$ cat src/rtl/serial_sub_ctrl_if.sv
// Operand/result bundle for the bit-serial subtractor: request side drives
// start/a/b, the controller returns busy/done/diff/borrow_out.
interface serial_sub_ctrl_if #(
    parameter int WIDTH = 8
);
    logic             start;
    logic [WIDTH-1:0] a;
    logic [WIDTH-1:0] b;
    logic             busy;
    logic             done;
    logic [WIDTH-1:0] diff;
    logic             borrow_out;

    modport master (
        output start, a, b,
        input  busy, done, diff, borrow_out
    );

    modport slave (
        input  start, a, b,
        output busy, done, diff, borrow_out
    );
endinterface

$ cat src/rtl/serial_sub_ctrl.sv
// Bit-serial subtractor: one full-subtractor cell reused over WIDTH clocks,
// LSB first, with the running borrow held in a flip-flop.
//
//   state | meaning
//   IDLE  | waiting for start; result registers hold the last completed op
//   SHIFT | one operand bit per clock through the cell (busy)
//   DONE  | one-cycle done pulse; a held start is accepted on the exit edge
module serial_sub_ctrl #(
    parameter int WIDTH = 8
) (
    input  logic              clk,
    input  logic              rst_n,
    serial_sub_ctrl_if.slave  bus
);
    localparam int CW = (WIDTH > 1) ? $clog2(WIDTH) : 1;

    typedef enum logic [1:0] {
        IDLE  = 2'd0,
        SHIFT = 2'd1,
        DONE  = 2'd2
    } state_t;

    state_t           state_q;
    state_t           state_d;
    logic [WIDTH-1:0] a_sh;
    logic [WIDTH-1:0] b_sh;
    logic [WIDTH-1:0] res_sh;
    logic [WIDTH-1:0] diff_q;
    logic             bor;
    logic             borrow_q;
    logic [CW-1:0]    cnt;
    logic             load;
    logic             step;
    logic             last;

    logic hs1_d;
    logic hs1_b;
    logic hs2_b;
    logic d;
    logic nb;

    // Two cascaded half subtractors; the second absorbs the incoming borrow.
    always_comb begin
        hs1_d = a_sh[0] ^ b_sh[0];
        hs1_b = ~a_sh[0] & b_sh[0];
        d     = hs1_d ^ bor;
        hs2_b = ~hs1_d & bor;
        nb    = hs1_b | hs2_b;
    end

    assign last = (cnt == CW'(WIDTH - 1));

    always_ff @(posedge clk or negedge rst_n) begin
        if (!rst_n) begin
            state_q <= IDLE;
        end else begin
            state_q <= state_d;
        end
    end

    always_comb begin
        state_d = state_q;
        load    = 1'b0;
        step    = 1'b0;
        case (state_q)
            IDLE: begin
                if (bus.start) begin
                    load    = 1'b1;
                    state_d = SHIFT;
                end
            end
            SHIFT: begin
                step = 1'b1;
                if (last) begin
                    state_d = DONE;
                end
            end
            DONE: begin
                // Back-to-back ops every WIDTH+1 cycles need acceptance here.
                if (bus.start) begin
                    load    = 1'b1;
                    state_d = SHIFT;
                end else begin
                    state_d = IDLE;
                end
            end
            default: begin
                state_d = IDLE;
            end
        endcase
    end

    always_ff @(posedge clk or negedge rst_n) begin
        if (!rst_n) begin
            a_sh     <= '0;
            b_sh     <= '0;
            res_sh   <= '0;
            bor      <= 1'b0;
            cnt      <= '0;
            diff_q   <= '0;
            borrow_q <= 1'b0;
        end else if (load) begin
            a_sh   <= bus.a;
            b_sh   <= bus.b;
            res_sh <= '0;
            bor    <= 1'b0;
            cnt    <= '0;
        end else if (step) begin
            a_sh   <= a_sh >> 1;
            b_sh   <= b_sh >> 1;
            res_sh <= {d, res_sh[WIDTH-1:1]};
            bor    <= nb;
            cnt    <= cnt + CW'(1);
            // Results are only published on the final bit so partial
            // differences never reach the outputs.
            if (last) begin
                diff_q   <= {d, res_sh[WIDTH-1:1]};
                borrow_q <= nb;
            end
        end
    end

    assign bus.busy       = (state_q == SHIFT);
    assign bus.done       = (state_q == DONE);
    assign bus.diff       = diff_q;
    assign bus.borrow_out = borrow_q;
endmodule

$ cat src/flat_wrapper.sv
// flat-port wrapper written by rule: the top's interface ports become plain ports
module serial_sub_ctrl_flat 
#(
    parameter int WIDTH = 8
)
  (clk, rst_n, bus_start, bus_a, bus_b, bus_busy, bus_done, bus_diff, bus_borrow_out);
  serial_sub_ctrl_if #(.WIDTH(WIDTH)) bus_i ();
  input  logic clk;
  input  logic rst_n;
  input wire logic [$bits(bus_i.start)-1:0] bus_start;
  input wire logic [$bits(bus_i.a)-1:0] bus_a;
  input wire logic [$bits(bus_i.b)-1:0] bus_b;
  output wire logic [$bits(bus_i.busy)-1:0] bus_busy;
  output wire logic [$bits(bus_i.done)-1:0] bus_done;
  output wire logic [$bits(bus_i.diff)-1:0] bus_diff;
  output wire logic [$bits(bus_i.borrow_out)-1:0] bus_borrow_out;
  assign bus_i.start = bus_start;
  assign bus_i.a = bus_a;
  assign bus_i.b = bus_b;
  assign bus_busy = bus_i.busy;
  assign bus_done = bus_i.done;
  assign bus_diff = bus_i.diff;
  assign bus_borrow_out = bus_i.borrow_out;
  serial_sub_ctrl #(.WIDTH(WIDTH)) u_core (.clk(clk), .rst_n(rst_n), .bus(bus_i));
endmodule
$ cat config.mk
export PLATFORM = sky130hd
export DESIGN_NAME = serial_sub_ctrl_flat
export DESIGN_NICKNAME = d
export VERILOG_FILES = /design/src/rtl/serial_sub_ctrl_if.sv /design/src/rtl/serial_sub_ctrl.sv /design/src/flat_wrapper.sv
export SDC_FILE = /design/constraint.sdc
export NUM_CORES = 1
export LEC_CHECK = 0
export ABC_AREA = 0
export BUFFER_PORTS_ARGS = -buffer_cell sky130_fd_sc_hd__buf_2
export CAP_MARGIN = 10
export CORE_MARGIN = 2
export CORE_UTILIZATION = 40
export CTS_BUF_LIST = sky130_fd_sc_hd__clkbuf_2 sky130_fd_sc_hd__clkbuf_4 sky130_fd_sc_hd__clkbuf_8
export CTS_CLUSTER_SIZE = 8
export DETAILED_ROUTE_END_ITERATION = 10
export GPL_TIMING_DRIVEN = 0
export PLACE_DENSITY = 0.65
export SLEW_MARGIN = 20
export SYNTH_ARGS = -nofsm -noshare
export SYNTH_HDL_FRONTEND = slang
export SYNTH_SLANG_ARGS = --single-unit
$ cat constraint.sdc
create_clock -name clk -period 2.3 [get_ports clk]
set_input_delay 0.23 -clock clk [delete_from_list [all_inputs] [get_ports clk]]
set_output_delay 0.23 -clock clk [all_outputs]
set_load 0.05 [all_outputs]
==> metrics.json <==
{
  "finalWeightedCongestion": 0.751,
  "hpwl_mm": 2.22,
  "top_usage_layer": "met2",
  "htree_depth": 2,
  "maximum_number_of_pins_on_one_net_before_global_route_repair": 39,
  "run_status": "completed",
  "number_of_warning_messages_in_the_yosys_log": 0,
  "yosys.cell_types.count": 25,
  "post-route-drc-count": 0,
  "highest_delay_cell_along_the_critical_path": "sky130_fd_sc_hd__dfrtp_1",
  "postCtsHoldBufs": 0,
  "die-area_sq_um": 4630,
  "vias_per_cell": 5.21,
  "worst_stage_delay_on_the_critical_path_ns": 0.39,
  "timing.critical_path.mode_cell": "sky130_fd_sc_hd__buf_6",
  "global_route.usage.met3_pct": 4.93,
  "overflow": 0,
  "drv_cap": 0,
  "timing.critical_path.max_delay_family": "buffers and inverters",
  "pin_count": 30,
  "synth_nets": 156,
  "xor_xnor_fraction_of_synth_area_pct": 0.534,
  "worst_hold_class": "input port to async pin",
  "cts_sinks": 38,
  "starting_density_of_the_core_pct": 41.3,
  "final_cell_mix": "sky130_fd_sc_hd__dfrtp_1, sky130_fd_sc_hd__buf_2, sky130_fd_sc_hd__a22o_1, sky130_fd_sc_hd__nor2_1",
  "cp_num_buf_inv": 4,
  "use_met2_pct": 23.3,
  "core_sq_um": 3970,
  "gates_resized_cts_repair": 0,
  "post_synth_inst_count": 134,
  "synthSimpleGateAreaFrac_pct": 11.7,
  "cts_root_buf": "sky130_fd_sc_hd__clkbuf_8",
  "tritoncts": "done",
  "worst_setup_hold_path_clk_slew_ns": 0.07,
  "slew_viol_final": 0,
  "fin_util_pct": 49.4,
  "ir_worst_vdd_v": 0.000692,
  "muxShareOfSynthArea_pct": 8.77,
  "synth_top_family_by_area": "compound AO/OA/AOI/OAI gates",
  "met1_track_utilization_from_global_routing_pct": 19.6,
  "nNetsFinal": 192,
  "clk_latency_ns": 0.28,
  "max_slew_margin_pct": 44.3,
  "adder_cell_area_share_of_the_yosys_netlist_pct": 2.75,
  "ant_nets": 0,
  "critical_path_peak_fanout": 10,
  "fin_skew_ns": 0.00357,
  "synth_compound_area_share_pct": 14.0,
  "drive_above_1_share_pct": 34.5,
  "power_density_nw_per_um2": 1570,
  "iteration_0_drc_count_of_the_detailed_router": 46,
  "grt_pass1_wl_mm": 5.05,
  "drt-wirelength-per-cell_microns": 13.8,
  "layout.cells.most_common": "sky130_fd_sc_hd__dfrtp_1",
  "final_period_minus_worst_setup_slack_ns": 1.78,
  "buffer_ports.inserted": 29,
  "gr-usage-all-layers_pct": 15.1,
  "ys_seq_elements": 38,
  "final_hold_violation_count": 0,
  "layout.filler_cells": 387,
  "insertedDiodeCount": 0,
  "detail_route.first_pass.iterations": 4,
  "postRouteWirelength_mm": 3.05,
  "synth_area_sq_um": 1640,
  "die_y_microns": 68.0,
  "critical_path_at_ns": 1.55,
  "num_vias": 1151,
  "fin_crit_sh_pct": 77.2,
  "required_ns": 2.07,
  "timing.critical_path.to_type": "primary output",
  "syn_avg_cell_area_sq_um": 12.2,
  "die_width_microns": 68.0,
  "antenna_violations_before_repair": 0,
  "fin_tns_setup_ns": 0,
  "worstMarginPinSlew_ns": 0.835,
  "layout-area-overhead-vs-synth_pct": 19.6,
  "post-cts-setup-buffer-count": 0,
  "first_global_vias": 1117,
  "crit_chain": "nand2b_2 > inv_2 > buf_6 > buf_6 > buf_2",
  "cts.path.max_buffers": 2,
  "synth_seq_area_share_pct": 58.0,
  "critical_path_class": "register to primary output",
  "cts_made_buffers": 5,
  "setup_viol": 0,
  "placementRows": 23,
  "achievable-frequency_mhz": 563,
  "start_kind": "register",
  "rsz0062_at_grt": "no",
  "cell_leakage_power_uw": 0.000930
}
## cells in the mapped netlist
cell                       count  share of area (%)
sky130_fd_sc_hd__a211oi_1      2               0.92
sky130_fd_sc_hd__mux2_2       11                7.6
sky130_fd_sc_hd__a22o_1       13                6.9
sky130_fd_sc_hd__nand2_1       2               0.46
sky130_fd_sc_hd__o21ai_0       3               0.92
sky130_fd_sc_hd__xnor2_1       1               0.53
sky130_fd_sc_hd__nor2_4        1               0.69
sky130_fd_sc_hd__buf_2         3               0.92
sky130_fd_sc_hd__fa_1          1                1.2
sky130_fd_sc_hd__nor2_1       13                3.0
sky130_fd_sc_hd__nand2b_1      1               0.38
sky130_fd_sc_hd__and2b_4       1               0.61
sky130_fd_sc_hd__nor2b_1       3                1.1
sky130_fd_sc_hd__dfrtp_1      38                 58
sky130_fd_sc_hd__inv_2         1               0.23
sky130_fd_sc_hd__clkbuf_1      2               0.46
sky130_fd_sc_hd__inv_1         3               0.69
sky130_fd_sc_hd__nand2b_2      1               0.53
sky130_fd_sc_hd__buf_6         3                2.1
sky130_fd_sc_hd__nor3_1       12                3.7
sky130_fd_sc_hd__nand3b_4      1                1.2
sky130_fd_sc_hd__a21oi_1       2               0.61
sky130_fd_sc_hd__ha_1          2                1.5
sky130_fd_sc_hd__mux2i_1       2                1.2
sky130_fd_sc_hd__o22ai_1      12                4.6
## routing by layer
metal / share of wire [%] / up-vias
met5: 0 / -
met4: 0.92 / 0
met3: 6.2 / 4
met2: 47 / 31
met1: 46 / 558
li1: - / 558
## kinds of logic (layout without fill, tap and decap cells)
family / after synthesis / count (layout)
AOI/OAI and AO/OA: 32 / 32
xor gates and xnor gates: 1 / 1
adders and majority gates: 3 / 3
buffers and inverters: 12 / 49
DFF: 38 / 38
muxes: 13 / 13
and+or+nand+nor: 35 / 35
## worst paths after layout
path	depth (start not counted)	end	from	slack, ns
setup / recovery	5	bus_busy	u_core.state_q[1]$_DFFE_PN0P_	0.52
hold / removal	1	u_core.cnt[2]$_DFFE_PN0P_	rst_n	0.05
setup reg to reg	5	u_core.bus.diff[4]$_DFFE_PN0P_	u_core.cnt[0]$_DFFE_PN0P_	0.63
hold reg to reg	1	u_core.bus.diff[5]$_DFFE_PN0P_	u_core.bus.diff[5]$_DFFE_PN0P_	0.50
max in group asynchronous	1	u_core.a_sh[1]$_DFFE_PN0P_	rst_n	1.73
min in group clk	2	u_core.b_sh[7]$_DFFE_PN0P_	bus_b[7]	0.18
## flip-flops by register name (all words and copies together) (netlist names)
name	cells
u_core.a_sh	8
u_core.b_sh	8
u_core.bus.diff	8
u_core.res_sh	7
u_core.cnt	3
u_core.state_q	2
u_core.bor	1
u_core.bus.borrow_out	1
## metrics by stage
| step | total power, uW | instance area [sq um] | setup slack, ns | std cells | hold slack [ns] |
|---|---|---|---|---|---|
| 2_1_floorplan | 2230 | 1640 | 0.713 | 134 | -0.0656 |
| 3_3_place_gp | 2490 | 1850 | 0.648 | 213 | 0.365 |
| 3_5_place_dp | 2550 | 1850 | 0.634 | 213 | 0.377 |
| 4_1_cts | 3120 | 1960 | 0.499 | 221 | 0.0677 |
| 5_1_grt | 3300 | 1960 | 0.400 | 221 | 0.101 |
| 6_report | 3080 | 1960 | 0.525 | 221 | 0.0500 |
## layout make-up
class,count,area [sq um],share of cell area (%)
plain buffers,8,56.3,2.87
clock buffers,7,83.8,4.27
clock inverters,1,30.0,1.53
inverters,4,15.0,0.765
multi-input cells,84,618,31.5
flip-flops and latches,38,951,48.5
well taps,50,62.6,3.19
repair buffers,29,145,7.40
## worst reg2reg max path, stage by stage, from the launching register on
cell,delay [ns]
sky130_fd_sc_hd__dfrtp_1,0.42
sky130_fd_sc_hd__ha_1,0.22
sky130_fd_sc_hd__ha_1,0.23
sky130_fd_sc_hd__nand3b_4,0.09
sky130_fd_sc_hd__buf_2,0.24
sky130_fd_sc_hd__mux2_2,0.36
## where the power goes
part           total, uW  switching [uW]  internal [uW]
sequential          1180             198            981
clock                557             209            348
combinational       1340             784            560
total               3080            1190           1890
No activity file was read; power rests on OpenSTA's default activity.
